## config.mk

```make
export PLATFORM = sky130hd
export DESIGN_NAME = int_div_unit_flat
export DESIGN_NICKNAME = d
export VERILOG_FILES = /design/src/rtl/int_div_unit_if.sv /design/src/rtl/int_div_unit.sv /design/src/flat_wrapper.sv
export SDC_FILE = /design/constraint.sdc
export NUM_CORES = 1
export LEC_CHECK = 0
export BUFFER_PORTS_ARGS = -buffer_cell sky130_fd_sc_hd__buf_2
export CAP_MARGIN = 20
export CELL_PAD_IN_SITES_DETAIL_PLACEMENT = 2
export CELL_PAD_IN_SITES_GLOBAL_PLACEMENT = 2
export CORE_UTILIZATION = 40
export CTS_BUF_LIST = sky130_fd_sc_hd__clkbuf_8
export DETAILED_ROUTE_END_ITERATION = 10
export MAX_ROUTING_LAYER = met4
export PLACE_DENSITY_LB_ADDON = 0.1
export SYNTH_ARGS = -nofsm -noshare
export SYNTH_HDL_FRONTEND = slang
export SYNTH_SLANG_ARGS = --single-unit
```

## constraint.sdc

```tcl
create_clock -name clk -period 8.36 [get_ports clk]
set_clock_uncertainty 0.1 [all_clocks]
set_input_delay 1.672 -clock clk [delete_from_list [all_inputs] [get_ports clk]]
set_output_delay 1.672 -clock clk [all_outputs]
set_load 0.02 [all_outputs]
```

## src/rtl/int_div_unit_if.sv

```systemverilog
// int_div_unit_if: request/response bundle between the EX stage and the
// iterative divide unit. The pipeline side is the master, and the divider is
// the slave.
interface int_div_unit_if;
  logic        start;
  logic [1:0]  op;
  logic [31:0] rs1;
  logic [31:0] rs2;
  logic        flush;
  logic        done;
  logic        busy;
  logic [31:0] result;

  modport master (
    output start, op, rs1, rs2, flush,
    input  done, busy, result
  );

  modport slave (
    input  start, op, rs1, rs2, flush,
    output done, busy, result
  );
endinterface

```

## src/rtl/int_div_unit.sv

```systemverilog
// int_div_unit: iterative RV32M DIV/DIVU/REM/REMU unit for the EX stage.
// Radix-2 restoring division runs on operand magnitudes and produces one
// quotient bit per cycle. Signs are fixed up as the result is registered.
// `done` drives the pipeline-wide freeze. It is low while an operation is in
// flight, and it is high when the EX result may advance.
//
// Build option: define DIV_FAST_SPECIAL_EN to resolve divide-by-zero and
// signed overflow (0x80000000 / -1) in IDLE and go straight to DONE. Results
// are identical either way. Without the macro, those cases run all 32
// iterations. They then fall out of the normal datapath plus sign correction.
module int_div_unit (
  input logic           clk,
  input logic           rst_n,
  int_div_unit_if.slave bus
);
  localparam int DATA_W = 32;
  localparam logic [DATA_W-1:0] ONE     = {{(DATA_W-1){1'b0}}, 1'b1};
  localparam logic [DATA_W-1:0] MIN_NEG = {1'b1, {(DATA_W-1){1'b0}}};

  typedef enum logic [1:0] {
    S_IDLE = 2'd0,
    S_BUSY = 2'd1,
    S_DONE = 2'd2
  } state_t;

  // Two's-complement negation modulo 2^32. |0x80000000| stays 0x80000000,
  // and that pattern is read as the unsigned value 2^31 by the datapath.
  function automatic logic [DATA_W-1:0] neg_if(input logic [DATA_W-1:0] v,
                                               input logic              neg);
    return neg ? (~v + ONE) : v;
  endfunction

  // Magnitude of a signed operand, or the raw bits for unsigned ops.
  function automatic logic [DATA_W-1:0] abs_val(input logic [DATA_W-1:0] v,
                                                input logic              is_signed);
    return neg_if(v, is_signed & v[DATA_W-1]);
  endfunction

  state_t              state;
  logic                busy_q;
  logic [4:0]          cnt_q;
  logic [1:0]          op_q;
  logic                q_neg_q;
  logic                r_neg_q;
  logic [DATA_W-1:0]   dvd_q;     // dividend shifting out, quotient shifting in
  logic [DATA_W-1:0]   dvs_q;     // divisor magnitude
  logic [DATA_W-1:0]   rem_q;     // partial remainder
  logic [DATA_W-1:0]   result_q;

  // Decode of the operands presented in IDLE
  logic                is_signed;
  logic [DATA_W-1:0]   a_abs;
  logic [DATA_W-1:0]   b_abs;
  logic                q_neg;
  logic                r_neg;

  // One restoring iteration
  logic [DATA_W:0]        shifted;
  logic signed [DATA_W:0] trial;
  logic                   q_bit;
  logic [DATA_W-1:0]      rem_next;
  logic [DATA_W-1:0]      quo_next;
  logic [DATA_W-1:0]      quo_fix;
  logic [DATA_W-1:0]      rem_fix;
  logic [DATA_W-1:0]      final_res;

`ifdef DIV_FAST_SPECIAL_EN
  logic                div_zero;
  logic                sgn_ovf;
  logic                fast_hit;
  logic [DATA_W-1:0]   fast_res;
`endif

  // Operand decode: magnitudes and result signs captured when start is accepted
  always_comb begin
    is_signed = ~bus.op[0];
    a_abs     = abs_val(bus.rs1, is_signed);
    b_abs     = abs_val(bus.rs2, is_signed);
    // A zero divisor yields an all-ones quotient, so the quotient is never negated.
    q_neg     = is_signed & (bus.rs1[DATA_W-1] ^ bus.rs2[DATA_W-1]) & (bus.rs2 != '0);
    r_neg     = is_signed & bus.rs1[DATA_W-1];
  end

  // Restoring step: shift {rem, dividend} left, trial-subtract on 33 bits, keep or restore
  always_comb begin
    shifted   = {rem_q, dvd_q[DATA_W-1]};
    trial     = $signed(shifted) - $signed({1'b0, dvs_q});
    q_bit     = ~trial[DATA_W];
    rem_next  = q_bit ? trial[DATA_W-1:0] : shifted[DATA_W-1:0];
    quo_next  = {dvd_q[DATA_W-2:0], q_bit};
    quo_fix   = neg_if(quo_next, q_neg_q);
    rem_fix   = neg_if(rem_next, r_neg_q);
    final_res = op_q[1] ? rem_fix : quo_fix;
  end

`ifdef DIV_FAST_SPECIAL_EN
  // Early detection of the two RISC-V special cases, resolved without iterating
  always_comb begin
    div_zero = (bus.rs2 == '0);
    sgn_ovf  = is_signed & (bus.rs1 == MIN_NEG) & (bus.rs2 == '1);
    fast_hit = div_zero | sgn_ovf;
    if (bus.op[1])
      fast_res = div_zero ? bus.rs1 : '0;
    else
      fast_res = div_zero ? '1 : MIN_NEG;
  end
`endif

  // Control FSM and datapath registers; flush overrides everything except reset
  always_ff @(posedge clk or negedge rst_n) begin
    if (!rst_n) begin
      state    <= S_IDLE;
      busy_q   <= 1'b0;
      cnt_q    <= '0;
      op_q     <= '0;
      q_neg_q  <= 1'b0;
      r_neg_q  <= 1'b0;
      dvd_q    <= '0;
      dvs_q    <= '0;
      rem_q    <= '0;
      result_q <= '0;
    end else if (bus.flush) begin
      state  <= S_IDLE;
      busy_q <= 1'b0;
    end else begin
      case (state)
        S_IDLE: begin
          if (bus.start) begin
            op_q    <= bus.op;
            q_neg_q <= q_neg;
            r_neg_q <= r_neg;
            dvd_q   <= a_abs;
            dvs_q   <= b_abs;
            rem_q   <= '0;
            cnt_q   <= 5'd31;
`ifdef DIV_FAST_SPECIAL_EN
            if (fast_hit) begin
              state    <= S_DONE;
              busy_q   <= 1'b0;
              result_q <= fast_res;
            end else begin
              state  <= S_BUSY;
              busy_q <= 1'b1;
            end
`else
            state  <= S_BUSY;
            busy_q <= 1'b1;
`endif
          end
        end
        S_BUSY: begin
          rem_q <= rem_next;
          dvd_q <= quo_next;
          cnt_q <= cnt_q - 5'd1;
          // The last iteration's corrected value is registered so it is valid in DONE.
          if (cnt_q == 5'd0) begin
            state    <= S_DONE;
            busy_q   <= 1'b0;
            result_q <= final_res;
          end
        end
        S_DONE: begin
          // A start that is still high here belongs to the finishing instruction.
          state <= S_IDLE;
        end
        default: begin
          state  <= S_IDLE;
          busy_q <= 1'b0;
        end
      endcase
    end
  end

  // The stall is released the same cycle an idle EX stage holds no divide.
  assign bus.done   = (state == S_DONE) | ((state == S_IDLE) & ~bus.start);
  assign bus.busy   = busy_q;
  assign bus.result = result_q;

endmodule

```

## src/flat_wrapper.sv

```systemverilog
// flat-port wrapper written by rule: the top's interface ports become plain ports
module int_div_unit_flat 
  (clk, rst_n, bus_start, bus_op, bus_rs1, bus_rs2, bus_flush, bus_done, bus_busy, bus_result);
  int_div_unit_if bus_i ();
  input logic clk;
  input logic rst_n;
  input wire logic [$bits(bus_i.start)-1:0] bus_start;
  input wire logic [$bits(bus_i.op)-1:0] bus_op;
  input wire logic [$bits(bus_i.rs1)-1:0] bus_rs1;
  input wire logic [$bits(bus_i.rs2)-1:0] bus_rs2;
  input wire logic [$bits(bus_i.flush)-1:0] bus_flush;
  output wire logic [$bits(bus_i.done)-1:0] bus_done;
  output wire logic [$bits(bus_i.busy)-1:0] bus_busy;
  output wire logic [$bits(bus_i.result)-1:0] bus_result;
  assign bus_i.start = bus_start;
  assign bus_i.op = bus_op;
  assign bus_i.rs1 = bus_rs1;
  assign bus_i.rs2 = bus_rs2;
  assign bus_i.flush = bus_flush;
  assign bus_done = bus_i.done;
  assign bus_busy = bus_i.busy;
  assign bus_result = bus_i.result;
  int_div_unit u_core (.clk(clk), .rst_n(rst_n), .bus(bus_i));
endmodule
```

Yosys cells after proc, flatten, opt, wreduce, memory -nomap -nowiden
Cells that the tools add are included.
- reductions and logical operators: 9
- bitwise operators: 15
- add/subtract/negate cells: 6
- mux-type cells: 20
- equal/unequal tests: 6
- operator list (cell ; number):
    32-bit two-way mux ; 8
    32-bit by 1-bit adder with 32-bit output (second input constant) ; 4
    32-bit inverter ; 4
    32-bit one-hot mux with 2 select lines ; 2
    33-bit subtractor ; 1
    32-bit nonzero test ; 1
    3-bit AND reduction ; 4
    5-bit one-hot mux with 2 select lines ; 1
    2-bit two-way mux ; 3
    1-bit bitwise AND ; 5
    5-bit zero test ; 1
    5-bit two-way mux ; 1
    5-bit by 1-bit subtractor with 5-bit output (second input constant) ; 1
    2-bit != test (second input constant) ; 2
    1-bit inverter ; 4
    2-bit one-hot mux with 2 select lines ; 1
    1-bit two-way mux ; 3
    3-bit by 2-bit != test with 1-bit output (second input constant) ; 1
    3-bit != test (second input constant) ; 1
    1-bit one-hot mux with 3 select lines ; 1
    2-bit by 1-bit == test with 1-bit output (second input constant) ; 1
    2-bit == test (second input constant) ; 1
    2-bit zero test ; 1
    2-bit AND reduction ; 1
    other kinds (3) ; 3
- word-level logic and storage cells: 66
- bits in registers: 140
- input bits: 70

Longest topological paths before layout
- depth after elaboration: 6
- gate-level depth with buffers: 24
- gate-level depth less buffers: 21

Worst setup path after synthesis
No wires, ideal clock.
- kind: flip-flop to flip-flop
- start: register u_core.dvd_q[31]
- end: register u_core.result_q[24] (netlist: u_core.bus.result[24])
- required time: 8.195 ns
- path slack: 2.878 ns
- stages on the path, launching flop included: 24
- library setup time: 0.065 ns
- data arrival time: 5.317 ns
- path buffers: 3
- clock period less this slack: 5.482 ns
- cell sequence: dfrtp_1 > inv_1 > ha_1 > fa_1 > nand2b_1 > a21boi_2 > o211ai_1 > a211o_1 > a21boi_1 > nor2_4 > inv_1 > buf_4 > buf_2 > buf_2 > ha_1 > inv_1 > or2_2 > or4_1 > or2_1 > o31ai_1 > xor2_1 > a221o_1 > a2111o_1 > nand2_1
- longest elaborated chain between the ends: 6
- elaborated cells between the ends (all ways): 10
- those cells by class: 3 x add/sub; 4 x mux; 3 x bitwise
- RTL lines (item ; line ; text):
    start: declaration ; int_div_unit.sv:45 ; logic [DATA_W-1:0] dvd_q;
    start signal: assignment ; int_div_unit.sv:132 ; dvd_q <= a_abs;
    start signal: assignment ; int_div_unit.sv:153 ; dvd_q <= quo_next;
    33-bit subtractor ; int_div_unit.sv:87 ; trial = $signed(shifted) - $signed({1'b0, dvs_q});
    32-bit two-way mux or 1-bit inverter (tied branches) ; int_div_unit.sv:89, int_div_unit.sv:88 ;
    32-bit inverter ; int_div_unit.sv:30 ; return neg ? (~v + ONE) : v;
    32-bit by 1-bit adder with 32-bit output ; int_div_unit.sv:30 ;
    32-bit two-way mux ; int_div_unit.sv:30 ;
    32-bit two-way mux * ; int_div_unit.sv:93 ; final_res = op_q[1] ? rem_fix : quo_fix;
    end signal: assignment ; int_div_unit.sv:159 ; result_q <= final_res;
    end: declaration ; int_div_unit.sv:48 ; logic [DATA_W-1:0] result_q;
Mark *: on every way between the ends. The rest lies on a longest branch, timed or not.
A chain may end at the register's enable or synchronous reset.

Worst setup path in the final report
Ends and elaborated chain as after synthesis.

==> metrics.md <==
| Metric | Value |
|---|---|
| Post-route minimum period | 6.61 ns |
| Post-CTS Hold Fix Bufs | 0 |
| Crit path launch type | flop |
| Remaining Overflow, GRT | 0 |
| H-tree levels | 4 |
| Sequential fraction of the synthesis area | 30.4% |
| First DRT Iteration DRCs | 806 |
| Multi-input logic area | 7390 sq um |
| Worst r2r src | u_core.dvd_q[31] |
| Min Hold Slack | 0.391 ns |
| DR pass1 iterations | 4 |
| Critical Path Source | u_core.dvd_q[31] |
| Syn_nets | 1572 |
| Fill cell count | about 3300 |
| Clock sink count | 139 |
| CTS tree | done |
| Synth top area cells | dfrtp_1 (30%), o21ai_0 (8.2%), nand2_1 (6.8%) |
| Largest net degree at the start of global routing | 102 |
| Postcts setup bufs | 0 |
| Port bufs | 103 |
| Die Ht | 171 um |
| Clock buffers created by TritonCTS | 17 |
| Distinct cells, synth | 94 |
| Detailed Place HPWL | about 33 mm |
| Final-report setup violation count | 0 |
| Worst slew pin tran | between 1 and 1.5 ns |
| Top cells by instance count after synthesis | nand2_1 (208), o21ai_0 (188), dfrtp_1 (139), a21oi_1 (114), nor2_1 (109) |
| Area delta synth->final | 10.0% |
| Setup slack, reg-to-reg | 1.75 ns |
| Reg area | roughly 3500 sq um |
| Initial Util | 41.0% |
| Longest Clk Path Bufs | 2 |
| P_leak | 5.40 nW |
| Via count | ~12000 |
| Vias in the first global route | 12200 |
| Highest clock rate | 151 MHz |
| Vias per cell | approximately 6 |
| Crit path kind | reg2reg |
| CP Data Arrival Time | 6.92 ns |
| Reg-to-reg endpoint | u_core.bus.result[24] |
| RSZ-0062 raised after global routing | no |
| Fin nets | 1631 |
| Maximum vdd drop | ~220 uV |
| Status | complete, no violations |
| Predominant post-synthesis flop cell | dfrtp_1 |
| Die area | 29300 sq um |
| Cell with the most instances after synthesis | nand2_1 |
| Critical Path End Type | flop |
| Util after Layout | 45.1% |
| Cell Pwr Density | 387 nW/um^2 |
| Core Box Area | 27900 sq um |
| # IOs | approximately 100 |
| Setup_tns | 0 ns |
| Post-synth EDFFs | 0 |
| Hold Vio Cnt, Final | 0 |
| CP Capture Point | u_core.bus.result[24] |
| Routability Congestion | 0.900 |
| Ratio of cells with drive above 1 in the final layout | 12.4% |
| Cell count after synthesis | 1463 |
| Critical Path RT | approximately 8.7 ns |
| Die width | 171 um |
| Ys async rst share | 100% |
| Mapped cell area | 11400 sq um |
| Initial antenna violation count | 2 |
| Final Slew Violations | 0 |
| First-pass GRT wire length | 68.8 mm |
| Rows | 61 |
| R2R depth | 21 |
| Cell taking the most area after synthesis | dfrtp_1 |
| Max-Cap Viols | 0 |
| #FFs+latches synth | 139 |
| Hold crit path type | reg2reg |
| Drt drc | 0 |
| Post-CTS resize count | 0 |
| Crit Path Max Fanout | 29 |
| Max-slew headroom | 29.1% |
| Post-synthesis area per instance | 7.82 sq um |
| Area share of the largest cell type after synthesis | 30.4% |
| Clk pin slew, worst setup/hold paths | 0.09 ns |
| Clock Latency Late Sink | 0.48 ns |
| Routed Antenna Nets | 0 |
| Tot GR Track Use | 31.4% |
| Final wirelength | between 40 and 50 mm |
| Synth warn | 0 |
| Root buffer cell | clkbuf_8 |
| Fin crit share | a little under 80% |
| Routed WL per cell | about 23 um |
## cells by family (layout without fill, tap and decap cells)
group | count (synthesis) | count (layout) | share of synthesized area [%]
adders and majority gates | 39 | 39 | 4.33
other | 0 | 1 | 0
and+or+nand+nor | 507 | 507 | 21.1
xor gates and xnor gates | 124 | 124 | 9.49
muxes | 30 | 30 | 2.67
DFF | 139 | 139 | 30.4
buffers and inverters | 136 | 208 | 5.26
AOI/OAI and AO/OA | 488 | 488 | 26.7
## where the power goes
part | switching (mW) | internal [mW] | total [mW] | leakage, nW
clock | 0.333 | 0.241 | 0.574 | 0.187
sequential | 0.179 | 0.807 | 0.986 | 1.81
combinational | 2.21 | 1.11 | 3.31 | 3.40
## layout make-up
type | count | area share, %
diodes | 1 | 0.0199
flip-flops and latches | 139 | 27.6
clock inverters | 15 | 1.10
inverters | 58 | 1.73
multi-input cells | 1188 | 58.7
repair buffers | 118 | 5.20
well taps | 378 | 3.76
clock buffers | 17 | 1.86
## how the worst min path moves through the flow
stage,startpoint,cells past startpoint,to
3_5_place_dp,u_core.bus.result[15],2,u_core.bus.result[15]
4_1_cts,u_core.bus.result[0],2,u_core.bus.result[0]
3_3_place_gp,u_core.bus.result[10],2,u_core.bus.result[10]
2_1_floorplan,u_core.dvs_q[10],2,u_core.dvs_q[10]
5_1_grt,u_core.dvs_q[19],2,u_core.dvs_q[19]
6_report,u_core.bus.result[0],2,u_core.bus.result[0]
## per-stage QoR
stage,area (sq um),std cells,power (mW),setup WS [ns]
detailed placement,12200,1879,4.19,1.88
global route,12600,1914,5.17,1.40
finish,12600,1914,4.87,1.75
CTS,12500,1911,4.84,1.84
floorplan,11400,1463,3.24,2.88
global placement,12200,1879,4.07,2.22
## layout by cell type, fill, tap and decap left out, types with 15 or more instances in the layout
cell type and n:
nand2_1 208, mux2i_1 26, nor4_1 19, o21ai_0 187, a21oi_1 114, buf_2 102, dfrtp_1 139, a31oi_1 15
xor2_1 60, o31ai_1 23, ha_1 38, nor2_1 109, clkbuf_8 17, nor3_1 34, inv_1 58, or3_1 23
nand2b_1 15, xnor2_1 64
## sequential cells by signal, indices dropped and copies added (netlist names)
register	flops
u_core.op_q	1
u_core.dvs_q	32
u_core.dvd_q	32
u_core.cnt_q	5
u_core.bus.result	32
u_core.q_neg_q	1
u_core.r_neg_q	1
u_core.bus.busy	1
u_core.state	2
u_core.rem_q	32
## critical path, cell delays in order (launching register included)
cell and delay, ns:
dfrtp_1 0.37, inv_1 0.09, ha_1 0.24, fa_1 0.42, nand2b_1 0.22, a21boi_2 0.30
o211ai_1 0.23, a211o_1 0.33, a21boi_1 0.63, nor2_4 0.07, inv_1 0.72, nor2_1 0.10
a21oi_1 0.31, ha_1 0.40, inv_1 0.07, a2111oi_0 0.46, nor4_2 0.25, nand3b_1 0.23
nor4_1 0.46, nor3_1 0.10, a2111o_1 0.36, nand2_1 0.06
## routing by layer
metal / vias to the layer above / GRT usage [%] / wire [um]
li1: 5396 / - / -
met1: 5838 / 40.8 / 20100
met2: 230 / 51.4 / 21100
met3: 63 / 3.45 / 1450
met4: 0 / 8.93 / 921
met5: - / - / 0
No activity file was read; power rests on OpenSTA's default activity.
